$ cat config.mk
export PLATFORM = sky130hd
export DESIGN_NAME = aes2_job_scheduler
export DESIGN_NICKNAME = d
export VERILOG_FILES = /design/src/rtl/aes_ctrl_pkg.sv /design/src/rtl/rr_arbiter.sv /design/src/rtl/aes2_job_scheduler.sv
export SDC_FILE = /design/constraint.sdc
export NUM_CORES = 1
export LEC_CHECK = 0
export CAP_MARGIN = 25
export CORE_AREA = 2 2 377 379
export CTS_BUF_LIST = sky130_fd_sc_hd__clkbuf_8 sky130_fd_sc_hd__clkbuf_16
export CTS_CLUSTER_DIAMETER = 200
export DETAILED_ROUTE_END_ITERATION = 6
export DIE_AREA = 0 0 379 381
export HOLD_SLACK_MARGIN = 0.08
export PLACE_DENSITY = 0.4
export SYNTH_ARGS = -nofsm -noshare
export SYNTH_HDL_FRONTEND = slang
export SYNTH_HIERARCHICAL = 1
export SYNTH_SLANG_ARGS = --single-unit
export TNS_END_PERCENT = 20
$ cat constraint.sdc
create_clock -name clk_i -period 19.7 [get_ports clk_i]
set_input_delay 1.97 -clock clk_i [delete_from_list [all_inputs] [get_ports clk_i]]
set_output_delay 1.97 -clock clk_i [all_outputs]
set_load 0.05 [all_outputs]
$ cat src/rtl/aes_ctrl_pkg.sv
// rtl/aes_ctrl_pkg.sv - shared types and widths for AES job controllers
package aes_ctrl_pkg;

  localparam int AES_BLK_W  = 128;
  localparam int AES_KSEL_W = 2;

  typedef enum logic [2:0] {
    IDLE,
    ISSUE,
    WAIT,
    RESP,
    DRAIN
  } aes_sched_state_e;

endpackage

$ cat src/rtl/rr_arbiter.sv
// rtl/rr_arbiter.sv - combinational round-robin pick of the first request after ptr
module rr_arbiter #(
  parameter int N  = 4,
  parameter int IW = (N > 1) ? $clog2(N) : 1
) (
  input  logic [N-1:0]  req,
  input  logic [IW-1:0] ptr,
  output logic [N-1:0]  gnt,
  output logic [IW-1:0] idx,
  output logic          any
);

  logic [IW-1:0] cand;

  // Walk ptr+1 .. ptr+N so the last winner has the lowest priority.
  always_comb begin
    gnt  = '0;
    idx  = '0;
    any  = 1'b0;
    cand = '0;
    for (int k = 1; k <= N; k++) begin
      cand = IW'((int'(ptr) + k) % N);
      if (!any && req[cand]) begin
        any = 1'b1;
        idx = cand;
      end
    end
    if (any) gnt[idx] = 1'b1;
  end

endmodule

$ cat src/rtl/aes2_job_scheduler.sv
// rtl/aes2_job_scheduler.sv - shares one AES-192 core among N_REQ requesters, one job at a time
module aes2_job_scheduler
  import aes_ctrl_pkg::*;
#(
  parameter int N_REQ          = 4,
  parameter int TIMEOUT_CYCLES = 256
) (
  input  logic                      clk_i,
  input  logic                      rst_i,
  input  logic [N_REQ-1:0]          req_en_i,
  input  logic [N_REQ-1:0]          req_valid_i,
  output logic [N_REQ-1:0]          req_ready_o,
  input  logic [N_REQ*AES_BLK_W-1:0]  req_pt_i,
  input  logic [N_REQ*AES_KSEL_W-1:0] req_key_sel_i,
  output logic [N_REQ-1:0]          rsp_valid_o,
  input  logic [N_REQ-1:0]          rsp_ready_i,
  output logic [AES_BLK_W-1:0]      rsp_ct_o,
  output logic                      rsp_err_o,
  output logic                      core_start_o,
  output logic [AES_BLK_W-1:0]      core_pt_o,
  output logic [AES_KSEL_W-1:0]     core_key_sel_o,
  input  logic [AES_BLK_W-1:0]      core_ct_i,
  input  logic                      core_ct_valid_i,
  output logic                      busy_o,
  output logic [31:0]               job_count_o
);

  localparam int IW = $clog2(N_REQ);
  localparam int TW = $clog2(TIMEOUT_CYCLES);

  aes_sched_state_e state;
  logic [IW-1:0]    ptr;
  logic [IW-1:0]    g_idx;
  logic [TW-1:0]    timer;

  logic [N_REQ-1:0] arb_gnt;
  logic [IW-1:0]    arb_idx;
  logic             arb_any;

  logic [AES_BLK_W-1:0]  pt_arr [N_REQ];
  logic [AES_KSEL_W-1:0] ks_arr [N_REQ];

  for (genvar i = 0; i < N_REQ; i++) begin : g_slice
    assign pt_arr[i] = req_pt_i[i*AES_BLK_W +: AES_BLK_W];
    assign ks_arr[i] = req_key_sel_i[i*AES_KSEL_W +: AES_KSEL_W];
  end

  rr_arbiter #(.N(N_REQ), .IW(IW)) u_arb (
    .req (req_valid_i & req_en_i),
    .ptr (ptr),
    .gnt (arb_gnt),
    .idx (arb_idx),
    .any (arb_any)
  );

  // Accept is a same-cycle handshake, so it cannot be registered.
  assign req_ready_o = (state == IDLE && !rst_i) ? arb_gnt : '0;

  always_ff @(posedge clk_i or posedge rst_i) begin
    if (rst_i) begin
      state          <= IDLE;
      ptr            <= IW'(N_REQ - 1);
      g_idx          <= '0;
      timer          <= '0;
      rsp_valid_o    <= '0;
      rsp_ct_o       <= '0;
      rsp_err_o      <= 1'b0;
      core_start_o   <= 1'b0;
      core_pt_o      <= '0;
      core_key_sel_o <= '0;
      busy_o         <= 1'b0;
      job_count_o    <= '0;
    end else begin
      case (state)
        IDLE: begin
          if (arb_any) begin
            g_idx          <= arb_idx;
            ptr            <= arb_idx;
            core_pt_o      <= pt_arr[arb_idx];
            core_key_sel_o <= ks_arr[arb_idx];
            core_start_o   <= 1'b1;
            busy_o         <= 1'b1;
            state          <= ISSUE;
          end
        end
        ISSUE: begin
          timer <= '0;
          state <= WAIT;
        end
        WAIT: begin
          timer <= timer + 1'b1;
          // A result arriving on the last timeout cycle still wins.
          if (core_ct_valid_i) begin
            rsp_ct_o     <= core_ct_i;
            rsp_err_o    <= 1'b0;
            rsp_valid_o  <= N_REQ'(1) << g_idx;
            core_start_o <= 1'b0;
            state        <= RESP;
          end else if (timer == TW'(TIMEOUT_CYCLES - 1)) begin
            rsp_ct_o     <= '0;
            rsp_err_o    <= 1'b1;
            rsp_valid_o  <= N_REQ'(1) << g_idx;
            core_start_o <= 1'b0;
            state        <= RESP;
          end
        end
        RESP: begin
          if (rsp_ready_i[g_idx]) begin
            rsp_valid_o <= '0;
            rsp_ct_o    <= '0;
            rsp_err_o   <= 1'b0;
            job_count_o <= job_count_o + 32'd1;
            state       <= DRAIN;
          end
        end
        DRAIN: begin
          // Hold off the next grant until the core's stale out_valid clears.
          if (!core_ct_valid_i) begin
            busy_o <= 1'b0;
            state  <= IDLE;
          end
        end
        default: begin
          core_start_o <= 1'b0;
          rsp_valid_o  <= '0;
          busy_o       <= 1'b0;
          state        <= IDLE;
        end
      endcase
    end
  end

endmodule

Word-level counts from Yosys, hierarchy flattened
Cells that the tools add are included.
Cells by class
  shift operators: 1
  muxes and demuxes: 53
  bitwise gates (word level): 5
  add/subtract/negate cells: 6
  equality and inequality tests: 9
  reductions and logical operators: 22
  order comparisons: 8
Operator list (number)
  128-bit two-way mux: 5
  128-bit binary-select mux with 2-bit select: 1
  128-bit case mux with 2 select lines: 1
  32-bit by 1-bit adder with 32-bit output (second input constant): 1
  4-bit two-way mux: 5
  2-bit by 3-bit < comparator with 1-bit output (second input constant): 6
  1-bit two-way mux: 17
  8-bit case mux with 2 select lines: 1
  3-bit two-way mux: 5
  3-bit case mux with 5 select lines: 1
  2-bit two-way mux: 6
  4-bit case mux with 3 select lines: 1
  3-bit AND reduction: 4
  1-bit binary-select mux with 2-bit select: 5
  3-bit OR reduction: 3
  8-bit by 1-bit adder with 8-bit output (second input constant): 1
  8-bit == test (second input constant): 1
  3-bit by 2-bit == test with 1-bit output (second input constant): 2
  2-bit != test (second input constant): 3
  1-bit case mux with 3 select lines: 2
  1-bit logical AND: 5
  2-bit by 1-bit adder with 2-bit output (second input constant): 2
  2-bit adder (second input constant): 2
  4-bit AND: 1
  other kinds (16): 23
Word-level totals
  register bits: 312
  output and inout bits: 301
  input bits: 663
  word-level logic and storage cells: 116

Depth between registers and ports, before layout
Gate-level depths: netlist of run 1.
  word-level depth: 19
  depth in mapped cells: 10

Cells and area by module
The synthesis of run 1 kept the hierarchy.
Modules (own cells, without submodules)
  aes2_job_scheduler: times used 1, area each 15067.0 µm², sequential area each 7810.0 µm², cells an instance 968
  rr_arbiter: times used 1, area each 158.9 µm², sequential area each 0.0 µm², cells an instance 27

Least setup slack after synthesis of run 1
No wires, ideal clock.
  kind: input port to output port
  start: in req_valid_i[3]
  end: out req_ready_o[2]
  arrival time: 3.041 ns
  buffers on the path: 0
  path slack: 14.689 ns
  cell stages on the path: 5
  required time: 17.730 ns
  path through: and2_1 -> and2b_2 -> o21ai_0 -> and3_1 -> and2_1
On the way
  cells in the longest elaborated chain, start to end: 19
Ends and longest elaborated chain
  from (decl): RTL line aes2_job_scheduler.sv:11  | input logic [N_REQ-1:0] req_valid_i,
  4-bit AND (*): RTL line aes2_job_scheduler.sv:49  | .req (req_valid_i & req_en_i),
  1-bit binary-select mux with 2-bit select: RTL line rr_arbiter.sv:23  | if (!any && req[cand]) begin
  1-bit two-way mux (not written as such): RTL line rr_arbiter.sv:23
  1-bit two-way mux: RTL line rr_arbiter.sv:23
  1-bit zero test: RTL line rr_arbiter.sv:23
  1-bit logical AND: RTL line rr_arbiter.sv:23
  1-bit two-way mux: RTL line rr_arbiter.sv:23
  1-bit zero test: RTL line rr_arbiter.sv:23
  (+4 left out)
  2-bit two-way mux: RTL line rr_arbiter.sv:23
  2-bit by 3-bit < comparator with 1-bit output (not written as such) or 2-bit by 1-bit greater-or-equal comparator with 1-bit output (tied branches): RTL line rr_arbiter.sv:28  | if (any) gnt[idx] = 1'b1;
  1-bit logical AND (not written as such): RTL line rr_arbiter.sv:28
  1-bit two-way mux (not written as such): RTL line rr_arbiter.sv:28
  1-bit demux with 2-bit select
  4-bit two-way mux (*): RTL line rr_arbiter.sv:28
  via arb_gnt[2]: RTL line aes2_job_scheduler.sv:36  | logic [N_REQ-1:0] arb_gnt;
  4-bit two-way mux (*): RTL line aes2_job_scheduler.sv:57  | assign req_ready_o = (state == IDLE && !rst_i) ? arb_gnt : '0;
  to (decl): RTL line aes2_job_scheduler.sv:12  | output logic [N_REQ-1:0] req_ready_o,
The timed path passes the listed nets; every way through them passes the cells marked *. The select of a mux whose other input is x is not followed.

Worst setup path in the final report of run 1
  start: in req_en_i[1]
  end: out req_ready_o[3]
On the way
  cells in the longest elaborated chain, start to end: 19
Ends and longest elaborated chain
  from (decl): RTL line aes2_job_scheduler.sv:10  | input logic [N_REQ-1:0] req_en_i,
  4-bit AND (*): RTL line aes2_job_scheduler.sv:49
  1-bit binary-select mux with 2-bit select: RTL line rr_arbiter.sv:23
  1-bit two-way mux (not written as such): RTL line rr_arbiter.sv:23
  1-bit two-way mux: RTL line rr_arbiter.sv:23
  1-bit zero test: RTL line rr_arbiter.sv:23
  1-bit logical AND: RTL line rr_arbiter.sv:23
  1-bit two-way mux: RTL line rr_arbiter.sv:23
  1-bit zero test: RTL line rr_arbiter.sv:23
  (+4 left out)
  2-bit two-way mux: RTL line rr_arbiter.sv:23
  2-bit by 3-bit < comparator with 1-bit output (not written as such) or 2-bit by 1-bit greater-or-equal comparator with 1-bit output (tied branches): RTL line rr_arbiter.sv:28
  1-bit logical AND (not written as such): RTL line rr_arbiter.sv:28
  1-bit two-way mux (not written as such): RTL line rr_arbiter.sv:28
  1-bit demux with 2-bit select
  4-bit two-way mux (*): RTL line rr_arbiter.sv:28
  via arb_gnt[3]: RTL line aes2_job_scheduler.sv:36
  4-bit two-way mux (*): RTL line aes2_job_scheduler.sv:57
Marks and branches as above.

==> results of run 1 <==
worst max path at each step:
stage,startpoint,endpoint,slack [ps]
2_1_floorplan,rst_i,busy_o,9100
3_3_place_gp,req_valid_i[1],core_pt_o[90],13020
3_5_place_dp,req_en_i[1],core_pt_o[81],12990
4_1_cts,req_en_i[1],req_ready_o[3],13600
5_1_grt,req_en_i[1],core_pt_o[118],13380
6_report,req_en_i[1],req_ready_o[3],13600
cell families (layout without fill, tap and decap cells):
family / Yosys count / in the layout / share of synthesized area
xor+xnor: 32 / 32 / 0.0184
buf+inv: 89 / 1062 / 0.0348
mux: 261 / 261 / 0.290
compound gates: 173 / 173 / 0.0921
fa+ha+maj: 2 / 2 / 0.00164
flops: 312 / 312 / 0.513
simple gates: 126 / 126 / 0.0501
other cells: 0 / 19 / 0
cell usage after synthesis (all sizes together):
cell type	n	area, um2
nand3b	2	40.0
nor3	3	15.0
o221a	1	11.3
a21oi	2	10.0
and2b	2	16.3
o21ai	25	125
nand2	23	86.3
buf	65	440
mux2	130	1460
xnor2	24	210
nor4	4	46.3
nor2	21	78.8
nand3	16	92.6
and3	12	95.1
a22o	131	1150
mux4	131	2950
o2bb2ai	4	35.0
clkbuf	15	56.3
and4	3	26.3
ha	2	25.0
o22ai	2	12.5
o311a	1	10.0
xor2	8	70.1
or3	1	6.26
or2	1	6.26
a31oi	4	25.0
dfrtp	310	7760
dfstp	2	52.6
nand2b	6	45.0
and3b	1	8.76
inv	9	33.8
nand4	14	93.8
a211oi	1	7.51
a32o	1	10.0
o311ai	1	8.76
and2	13	81.3
nor2b	4	25.0
layout by cell type, fill, tap and decap left out, types with 10 or more instances in the layout:
| master | Yosys | layout |
|---|---|---|
| buf_4 | 11 | 14 |
| a22o_1 | 131 | 131 |
| diode_2 | 0 | 19 |
| nand2_1 | 23 | 23 |
| nor2_1 | 21 | 21 |
| mux2_2 | 130 | 130 |
| mux4_2 | 131 | 131 |
| o21ai_0 | 25 | 25 |
| clkbuf_8 | 0 | 10 |
| nand3_1 | 15 | 15 |
| inv_1 | 8 | 14 |
| nand4_1 | 13 | 13 |
| clkdlybuf4s50_1 | 0 | 963 |
| and2_1 | 12 | 10 |
| dfrtp_1 | 310 | 310 |
| xnor2_1 | 24 | 24 |
| clkbuf_16 | 0 | 43 |
final cells by class:
type,instances,area share
Antenna cell,19,0.00167
Clock buffer,53,0.0428
Clock inverter,22,0.00837
Inverter,9,0.00145
Multi-Input combinational cell,594,0.243
Sequential cell,312,0.275
Tap cell,1890,0.0833
Timing Repair Buffer,978,0.344
registers in the layout, indices dropped and copies added (netlist names):
register,cells
core_pt_o,128
rsp_ct_o,128
job_count_o,32
timer,8
rsp_valid_o,4
state,3
core_key_sel_o,2
g_idx,2
ptr,2
busy_o,1
core_start_o,1
rsp_err_o,1
per-layer routing:
metal | wire length [um] | vias up | track usage | part of all wire
met3 | 12400 | 192 | 0.0716 | 0.12
met4 | 2870 | 64 | 0.0377 | 0.027
met5 | 423 | - | 0 | 0.0040
met2 | 52300 | 765 | 0.243 | 0.49
li1 | - | 5839 | - | -
met1 | 38400 | 7338 | 0.154 | 0.36
through the flow:
| step | utilization | cells | setup WS [ps] |
|---|---|---|---|
| final | 0.202 | 3877 | 13600 |
| after global routing | 0.202 | 3869 | 13380 |
| after CTS | 0.202 | 3858 | 13600 |
| after detailed placement | 0.191 | 3783 | 12990 |
| after global placement | 0.191 | 3783 | 13020 |
| after floorplan | - | 995 | 9100 |
power by group:
part	total (mW)	switching, mW	internal, mW
Sequential	1.10	0.201	0.899
Clock	0.827	0.329	0.499
Combinational	2.46	1.50	0.961
Total	4.39	2.03	2.36
==> summary.md, run 1 <==
| Metric | Value |
|---|---|
| Placed instance area | approximately 0.027 mm2 |
| Max Root-Sink Buffers | 3 |
| TritonCTS clock tree | built |
| Final Hold Viols | 0 |
| Kind of critical path | input port to primary output |
| I/O pin total | 964 |
| WHS Path Cells | 1 |
| Dpl hpwl | 88.5 mm |
| RSZ-0062 raised after global routing | false |
| CP Capture Type | primary output |
| Hold Path End | job_count_o[31] |
| FF+latch area | 0.00781 mm2 |
| Buf+Inv Stages, Crit Path | 2 |
| Total GRT Usage | 0.142 |
| Post-route minimum period | a little over 6000 ps |
| R2R Setup Slk | about 15000 ps |
| Die width | about 380 um |
| Maximum fanout along the worst path | 8 |
| Average size of a mapped cell | around 15 um2 |
| Gr ovfl total | 0 |
| Hold Crit Start | job_count_o[31] |
| Worst path max stage delay | roughly 700 ps |
| Area Growth Syn to Fin | 86.5% |
| RD Place Congestion | between 0.9 and 1 |
| Clock transition at path regs | 60 ps |
| Area of the multi-input gates | 0.00691 mm2 |
| Largest net degree at the start of global routing | 107 |
| Initial Util | 0.108 |
| Vias in the first global route | roughly 15000 |
| Avg WL per Cell | ~27 um |
| Fin Clk Skew | 28.4 ps |
| Post-Syn Area | 0.0152 mm2 |
| H-tree levels | 2 |
| # DRC | 0 |
| Fin nets | 2603 |
| Distinct cells, synth | 48 |
| Crit start category | input port |
| R2r worst-path depth | 9 |
| Syn Nets | around 1700 |
| Number of CTS-inserted buffers | 43 |
| Sequential area share after synthesis | 0.513 |
| Status | completed |
| Worst EP required | around 18000 ps |
| Relative slew slack | 0.307 |
| Synth Warn # | 6 |
| Critical Path Slowest Stage Cell | clkdlybuf4s50_1 |
| WHS | about 470 ps |
| CTS Root Cell | clkbuf_16 |
| Die ar. | ~0.14 mm2 |
| Postcts setup bufs | 0 |
| Hold-fix buffers, CTS | 0 |
| Rows | ~140 |
| Core Region | around 0.14 mm2 |
| Fmax | roughly 160 MHz |
| Design area | roughly 0.028 mm2 |
| Initial DRC count | ~780 |
| First-pass GRT wire length | about 140 mm |
| Max Slew Vio Count | 0 |
| Instance count on the critical path | 7 |
| Crit path max-delay family | buffers and inverters |
| Worst skew pair latency | ~600 ps |
| Pwr per Cell Area | approximately 150 mW/mm2 |
| Vias | around 14000 |
| R2R Path End | core_pt_o[46] |
| Die Height | ~380 um |
| Max Cap Viol | 0 |
| Post_cts resized | 0 |
| CP Cell Sequence | clkdlybuf4s50_1 > and2_1 > and2b_1 > o22ai_1 > a32o_1 > and2_1 > clkdlybuf4s50_1 |
| Routed Antenna Nets | 0 |
| Final wirelength | around 110 mm |
| Peak supply drop | between 0.00008 and 0.00009 V |
| Critical Path AT | between 4000 and 5000 ps |
| Pleak | about 11 nW |
| Hold Path Class | flip-flop to flip-flop |
| PnR Total Power | 4.39 mW |
| Post-synthesis cell count | about 1000 |
| Vias per Instance | ~3.7 |
| Share of layout cells above drive strength 1 | 0.186 |
| Least-Margin Pin Slew | slightly above 1000 ps |
| # fillers | about 15000 |
| Clock Sink Count | ~310 |
| Worst r2r src | ptr[0] |
| FF+latch count, synth | 312 |
| Post-route setup TNS | 0 ps |
| Setup violators final | 0 |
| Port buffer count | 963 |
| Final period utilization | 0.310 |
| Number of antenna violations at the first check in global routing | 97 |
| First-pass iteration count of the detailed router | 4 |
Power figures use the tool's default switching activity.
==> run 2: changes to the inputs <==
--- a/config.mk
+++ b/config.mk
@@ -6,13 +6,13 @@
 export NUM_CORES = 1
 export LEC_CHECK = 0
 export CAP_MARGIN = 25
-export CORE_AREA = 2 2 377 379
+export CORE_AREA = 2 2 375 377
 export CTS_BUF_LIST = sky130_fd_sc_hd__clkbuf_8 sky130_fd_sc_hd__clkbuf_16
 export CTS_CLUSTER_DIAMETER = 200
 export DETAILED_ROUTE_END_ITERATION = 6
-export DIE_AREA = 0 0 379 381
+export DIE_AREA = 0 0 377 379
 export HOLD_SLACK_MARGIN = 0.08
-export PLACE_DENSITY = 0.4
+export PLACE_DENSITY = 0.41
 export SYNTH_ARGS = -nofsm -noshare
 export SYNTH_HDL_FRONTEND = slang
 export SYNTH_HIERARCHICAL = 1
==> constraint.sdc (replaced) <==
create_clock -name clk_i -period 5.6 [get_ports clk_i]
set_input_delay 0.56 -clock clk_i [delete_from_list [all_inputs] [get_ports clk_i]]
set_output_delay 0.56 -clock clk_i [all_outputs]
set_load 0.05 [all_outputs]
==> run 2 against run 1 <==
Effect of this change: routed wire length shrank 2.9%; final area is essentially flat; clock power grew to 3.4 times the previous value; utilization grew 0.25 points; non-clock buffer count grew 11; sequential share of layout area is essentially flat; clock-buffer cell count shrank 3; worst hold slack gained 7.2 ps; combinational power grew to 3.5 times the previous value; sequential power grew to 3.5 times the previous value; final cell count shrank 1.9%; first-iteration DRC count shrank 5.4%.
==> summary.md, run 2 (synthesized netlist as in run 1, its figures left out) <==
| Metric | Value |
|---|---|
| Status | completed |
| Placed insts | roughly 3700 |
| Post_cts resized | 0 |
| Area Growth Syn to Fin | 86.5% |
| Sw Pwr | about 7 mW |
| Worst skew pair latency | 620 ps |
| Post-route minimum period | 3430 ps |
| Final period utilization | 0.613 |
| Critical Path AT | around 2900 ps |
| Worst setup path end | req_ready_o[1] |
| CP Capture Type | primary output |
| Internal power | between 8 and 9 mW |
| # DRC | 0 |
| Largest registers | core_pt_o (128), rsp_ct_o (128), job_count_o (32) |
| Clock Sink Count | roughly 310 |
| RSZ-0062 raised after global routing | false |
| CP Cell Sequence | nor4_1 > and2_1 > clkdlybuf4s50_1 |
| H-tree levels | 2 |
| Peak supply drop | between 0.0002 and 0.0003 V |
| Hold Path Class | flip-flop to flip-flop |
| Total GRT Usage | 0.137 |
| Kind of critical path | flip-flop to primary output |
| Worst r2r src | ptr[0] |
| Avg WL per Cell | roughly 27 um |
| Least-Margin Pin Slew | roughly 1100 ps |
| Postcts setup bufs | 0 |
| Setup violators final | 0 |
| TritonCTS clock tree | built |
| RD Place Congestion | around 0.84 |
| WHS Path Cells | 1 |
| FF+latch area | slightly below 0.008 mm2 |
| Most common cell after layout, fill and taps aside | clkdlybuf4s50_1 |
| First-pass GRT wire length | approximately 130 mm |
| Sequential power share | 0.249 |
| Clk pwr share | 0.186 |
| Port buffer count | 963 |
| Gr ovfl total | 0 |
| Fmax | 291 MHz |
| Worst path max stage delay | roughly 800 ps |
| R2R Path End | core_pt_o[106] |
| Area of the multi-input gates | roughly 0.007 mm2 |
| Buf+Inv Stages, Crit Path | 1 |
| Number of antenna violations at the first check in global routing | 93 |
| Max Root-Sink Buffers | 3 |
| Fin Clk Skew | around 29 ps |
| Max Cap Viol | 0 |
| Clock transition at path regs | roughly 60 ps |
| Crit start category | flip-flop |
| R2r worst-path depth | 6 |
| Die ar. | between 0.1 and 0.15 mm2 |
| Pwr per Cell Area | 539 mW/mm2 |
| Crit path max-delay family | simple AND/OR/NAND/NOR gates |
| # fillers | 15000 |
| Maximum fanout along the worst path | 13 |
| Final Non-Filler Cells | between 3000 and 4000 |
| Fin nets | approximately 2600 |
| Routed Antenna Nets | 0 |
| Relative slew slack | 0.253 |
| Final wirelength | 103 mm |
| CTS Root Cell | clkbuf_16 |
| Worst EP required | just over 5000 ps |
| Number of CTS-inserted buffers | between 40 and 50 |
| Max Slew Vio Count | 0 |
| Largest net degree at the start of global routing | about 110 |
| I/O pin total | between 900 and 1000 |
| WHS | between 400 and 500 ps |
| Worst Setup SP | state[0] |
| Most frequent cells in the layout | 963 x clkdlybuf4s50_1, 310 x dfrtp_1, 131 x mux4_2, 131 x a22o_1, 130 x mux2_2 |
| Share of layout cells above drive strength 1 | 0.188 |
| Hold-fix buffers, CTS | 0 |
| Core Region | about 0.14 mm2 |
| Rows | between 100 and 150 |
| Initial DRC count | approximately 740 |
| Pleak | 10.9 nW |
| Switching Fraction | 0.462 |
| Vias in the first global route | between 10000 and 15000 |
| Vias | between 10000 and 15000 |
| Combinational power share | 0.565 |
| R2R Setup Slk | approximately 2600 ps |
| Dpl hpwl | around 84 mm |
| Final Hold Viols | 0 |
| Die Height | 379 um |
| First-pass iteration count of the detailed router | 5 |
| Critical Path Slowest Stage Cell | clkdlybuf4s50_1 |
| Post-route setup TNS | 0 ps |
| Instance count on the critical path | 3 |
| Vias per Instance | ~3.6 |
| Die width | roughly 380 um |
| Initial Util | 0.110 |
[run 2: final cells by class]
cell class / instances / share of cell area
antenna: 13 / 0.00115
clock buffer: 50 / 0.0417
clock inverter: 29 / 0.00824
inverter: 9 / 0.00132
multi-input combinational: 594 / 0.243
sequential: 312 / 0.275
tap: 1807 / 0.0796
timing repair buffer: 989 / 0.349
[run 2: power groups by stage]
stage	clock network (mW)	logic (mW)	registers, mW
global placement	0	8.73	3.86
detailed placement	0	8.72	3.84
CTS	2.98	8.76	3.83
finish	2.85	8.65	3.81
floorplan	0	2.75	6.57
global route	3.06	9.06	3.93
[run 2: how the worst min path moves through the flow]
stage	from	to	slack, ps
final	job_count_o[31]	job_count_o[31]	480
after global routing	core_ct_i[26]	rsp_ct_o[26]	500
after CTS	core_ct_i[26]	rsp_ct_o[26]	480
after detailed placement	job_count_o[31]	job_count_o[31]	470
after global placement	job_count_o[31]	job_count_o[31]	470
after floorplan	timer[7]	timer[7]	440
[run 2: metrics by stage]
step / util / cell area (um2) / worst slack, ps / power, mW
6_report: 0.204 / 28400 / 2170 / 15.3
5_1_grt: 0.204 / 28400 / 1890 / 16.0
4_1_cts: 0.204 / 28400 / 2050 / 15.6
3_5_place_dp: 0.194 / 26900 / 1790 / 12.6
3_3_place_gp: 0.194 / 26900 / 1780 / 12.6
2_1_floorplan: - / 15200 / 887 / 9.32
[run 2: layer usage]
layer  part of all wire  global-route usage  vias to the layer above
li1                   -                   -                     5860
met1               0.39               0.161                     6978
met2               0.48               0.227                      687
met3               0.11              0.0660                      222
met4              0.026              0.0280                       58
met5             0.0033                   0                        -
==> run 3: changes to the inputs <==
==> constraint.sdc (replaced) <==
create_clock -name clk_i -period 2.8 [get_ports clk_i]
set_input_delay 0.28 -clock clk_i [delete_from_list [all_inputs] [get_ports clk_i]]
set_output_delay 0.28 -clock clk_i [all_outputs]
set_load 0.05 [all_outputs]
==> run 3 against run 2 <==
Effect of this change: final cell count increased by 1.7%; die area unchanged; register-to-register slack got worse by 2400 ps; final area grew 2.2%; clock power is 96% higher; total power up 100%; utilization grew 0.45 points; critical path depth up 5; worst hold slack lost 340 ps; critical path type is now flip-flop to flip-flop; largest cell class unchanged.
==> summary.md, run 3 (synthesized netlist as in run 1, its figures left out) <==
| Metric | Value |
|---|---|
| Fin Clk Skew | between 30 and 40 ps |
| Pwr per Cell Area | 1070 mW/mm2 |
| Total GRT Usage | 0.139 |
| Relative slew slack | 0.462 |
| First-pass GRT wire length | 135 mm |
| Hold-fix buffers, CTS | 0 |
| Maximum fanout along the worst path | 18 |
| Setup violators final | 0 |
| Core Region | between 0.1 and 0.15 mm2 |
| Sw Pwr | 14.2 mW |
| Design area | 0.0290 mm2 |
| Area of the multi-input gates | just under 0.007 mm2 |
| Sequential power share | 0.245 |
| Worst Setup SP | ptr[0] |
| Routed Antenna Nets | 0 |
| Vias in the first global route | approximately 15000 |
| TritonCTS clock tree | built |
| Clock transition at path regs | 60 ps |
| Number of antenna violations at the first check in global routing | between 90 and 100 |
| Crit path max-delay family | multiplexers |
| Placed instance area | about 0.028 mm2 |
| Post-route minimum period | approximately 2700 ps |
| Area Growth Syn to Fin | 90.6% |
| Post-route setup TNS | 0 ps |
| Max Cap Viol | 0 |
| FF+latch area | around 0.008 mm2 |
| I/O pin total | roughly 960 |
| Crit start category | flip-flop |
| Post_cts resized | 0 |
| CTS Root Cell | clkbuf_16 |
| Most common cell after layout, fill and taps aside | clkdlybuf4s50_1 |
| CP Cell Sequence | and2b_2 > o21ai_0 > o311ai_2 > buf_12 > buf_12 > buf_12 > mux4_2 > mux2_2 |
| # DRC | 0 |
| Switching Fraction | 0.459 |
| Clk pwr share | 0.180 |
| Final period utilization | 0.948 |
| Die Height | approximately 380 um |
| Die ar. | approximately 0.14 mm2 |
| Final wirelength | 105 mm |
| Kind of critical path | flip-flop to flip-flop |
| RD Place Congestion | ~0.86 |
| # fillers | ~15000 |
| CP most frequent cell | buf_12 |
| Gr ovfl total | 0 |
| CP Capture Type | flip-flop |
| Fmax | roughly 380 MHz |
| Max Slew Vio Count | 0 |
| Share of layout cells above drive strength 1 | 0.212 |
| Die width | roughly 380 um |
| Most frequent cells in the layout | 959 x clkdlybuf4s50_1, 310 x dfrtp_1, 131 x mux4_2, 131 x a22o_1, 130 x mux2_2 |
| Worst slack at placement | -194 ps |
| Buf+Inv Stages, Crit Path | 3 |
| Vias | between 10000 and 15000 |
| Peak supply drop | 0.000617 V |
| Pleak | roughly 11 nW |
| Critical Path Slowest Stage Cell | dfstp_2 |
| Largest net degree at the start of global routing | 59 |
| Clock Sink Count | roughly 310 |
| Postcts setup bufs | 0 |
| Hold Path Class | input port to asynchronous set/reset pin |
| Worst r2r src | ptr[0] |
| Initial Util | 0.110 |
| Worst skew pair latency | slightly above 600 ps |
| RSZ-0062 raised after global routing | false |
| Number of CTS-inserted buffers | 44 |
| Internal power | ~17 mW |
| Final WS setup | roughly 150 ps |
| Max Root-Sink Buffers | 3 |
| Final Hold Viols | 0 |
| First-pass iteration count of the detailed router | 5 |
| Util after Layout | 0.209 |
| Worst EP required | 3280 ps |
| Largest registers | core_pt_o (128), rsp_ct_o (128), job_count_o (32) |
| Critical Path AT | between 3000 and 4000 ps |
| Initial DRC count | about 700 |
| Combinational power share | 0.575 |
| Fin nets | about 2700 |
| Status | completed |
| Dpl hpwl | between 80 and 90 mm |
| PnR Total Power | 31.0 mW |
| Least-Margin Pin Slew | about 800 ps |
| Rows | about 140 |
| Vias per Instance | between 3 and 4 |
| Worst path max stage delay | 590 ps |
| Avg WL per Cell | 27.1 um |
| Port buffer count | between 900 and 1000 |
| H-tree levels | 2 |
-- run 3: cell count changes in the layout (fill, tap and decap cells not counted), moves of 2 or more --
cell / before / now
clkdlybuf4s50_1: 963 / 959
diode_2: 13 / 25
bufinv_16: 3 / 1
buf_12: 7 / 25
buf_4: 19 / 58
clkbuf_8: 6 / 8
inv_6: 1 / 3
-- run 3: area by class of cell --
cell class | count | area share
multi-input combinational | 594 | 0.238
tap | 1807 | 0.0779
sequential | 312 | 0.269
timing repair buffer | 1042 | 0.363
antenna | 25 | 0.00216
clock inverter | 28 | 0.00651
inverter | 9 | 0.00129
clock buffer | 52 | 0.0417
-- run 3: worst paths after layout --
kind	end	slack, ps	cells after the start
max in group asynchronous	rsp_ct_o[90]	1800	4
worst max-delay path	core_pt_o[32]	150	8
worst min register to register	job_count_o[31]	480	1
worst max register to register	core_pt_o[32]	150	8
worst min-delay path	timer[4]	140	2
min in group clk_i	rsp_ct_o[58]	280	2
-- run 3: metrics by stage --
stage	hold slack, ps	instances
global placement	457	3764
detailed placement	480	3764
global route	132	3860
CTS	102	3844
floorplan	362	995
finish	137	3869
-- run 3: layer usage --
| layer | track usage | vias to the layer above | wire length (um) |
|---|---|---|---|
| li1 | - | 5979 | - |
| met1 | 0.158 | 7027 | 39400 |
| met2 | 0.221 | 686 | 50300 |
| met3 | 0.0717 | 206 | 11800 |
| met4 | 0.0560 | 64 | 2970 |
| met5 | 0 | - | 402 |
-- run 3: worst reg2reg max path: stages (launching register included) --
cell	delay (ps)
dfstp_2	590
and2b_2	240
o21ai_0	240
o311ai_2	200
buf_12	200
buf_12	270
buf_12	130
mux4_2	410
mux2_2	280
-- run 3: power by group through the flow --
| stage | combinational [mW] | clock [mW] | sequential, mW |
|---|---|---|---|
| after global placement | 18.0 | 0 | 7.70 |
| after floorplan | 5.50 | 0 | 13.1 |
| final | 17.9 | 5.58 | 7.61 |
| after detailed placement | 18.0 | 0 | 7.65 |
| after global routing | 18.7 | 6.01 | 7.84 |
| after CTS | 18.1 | 5.86 | 7.63 |
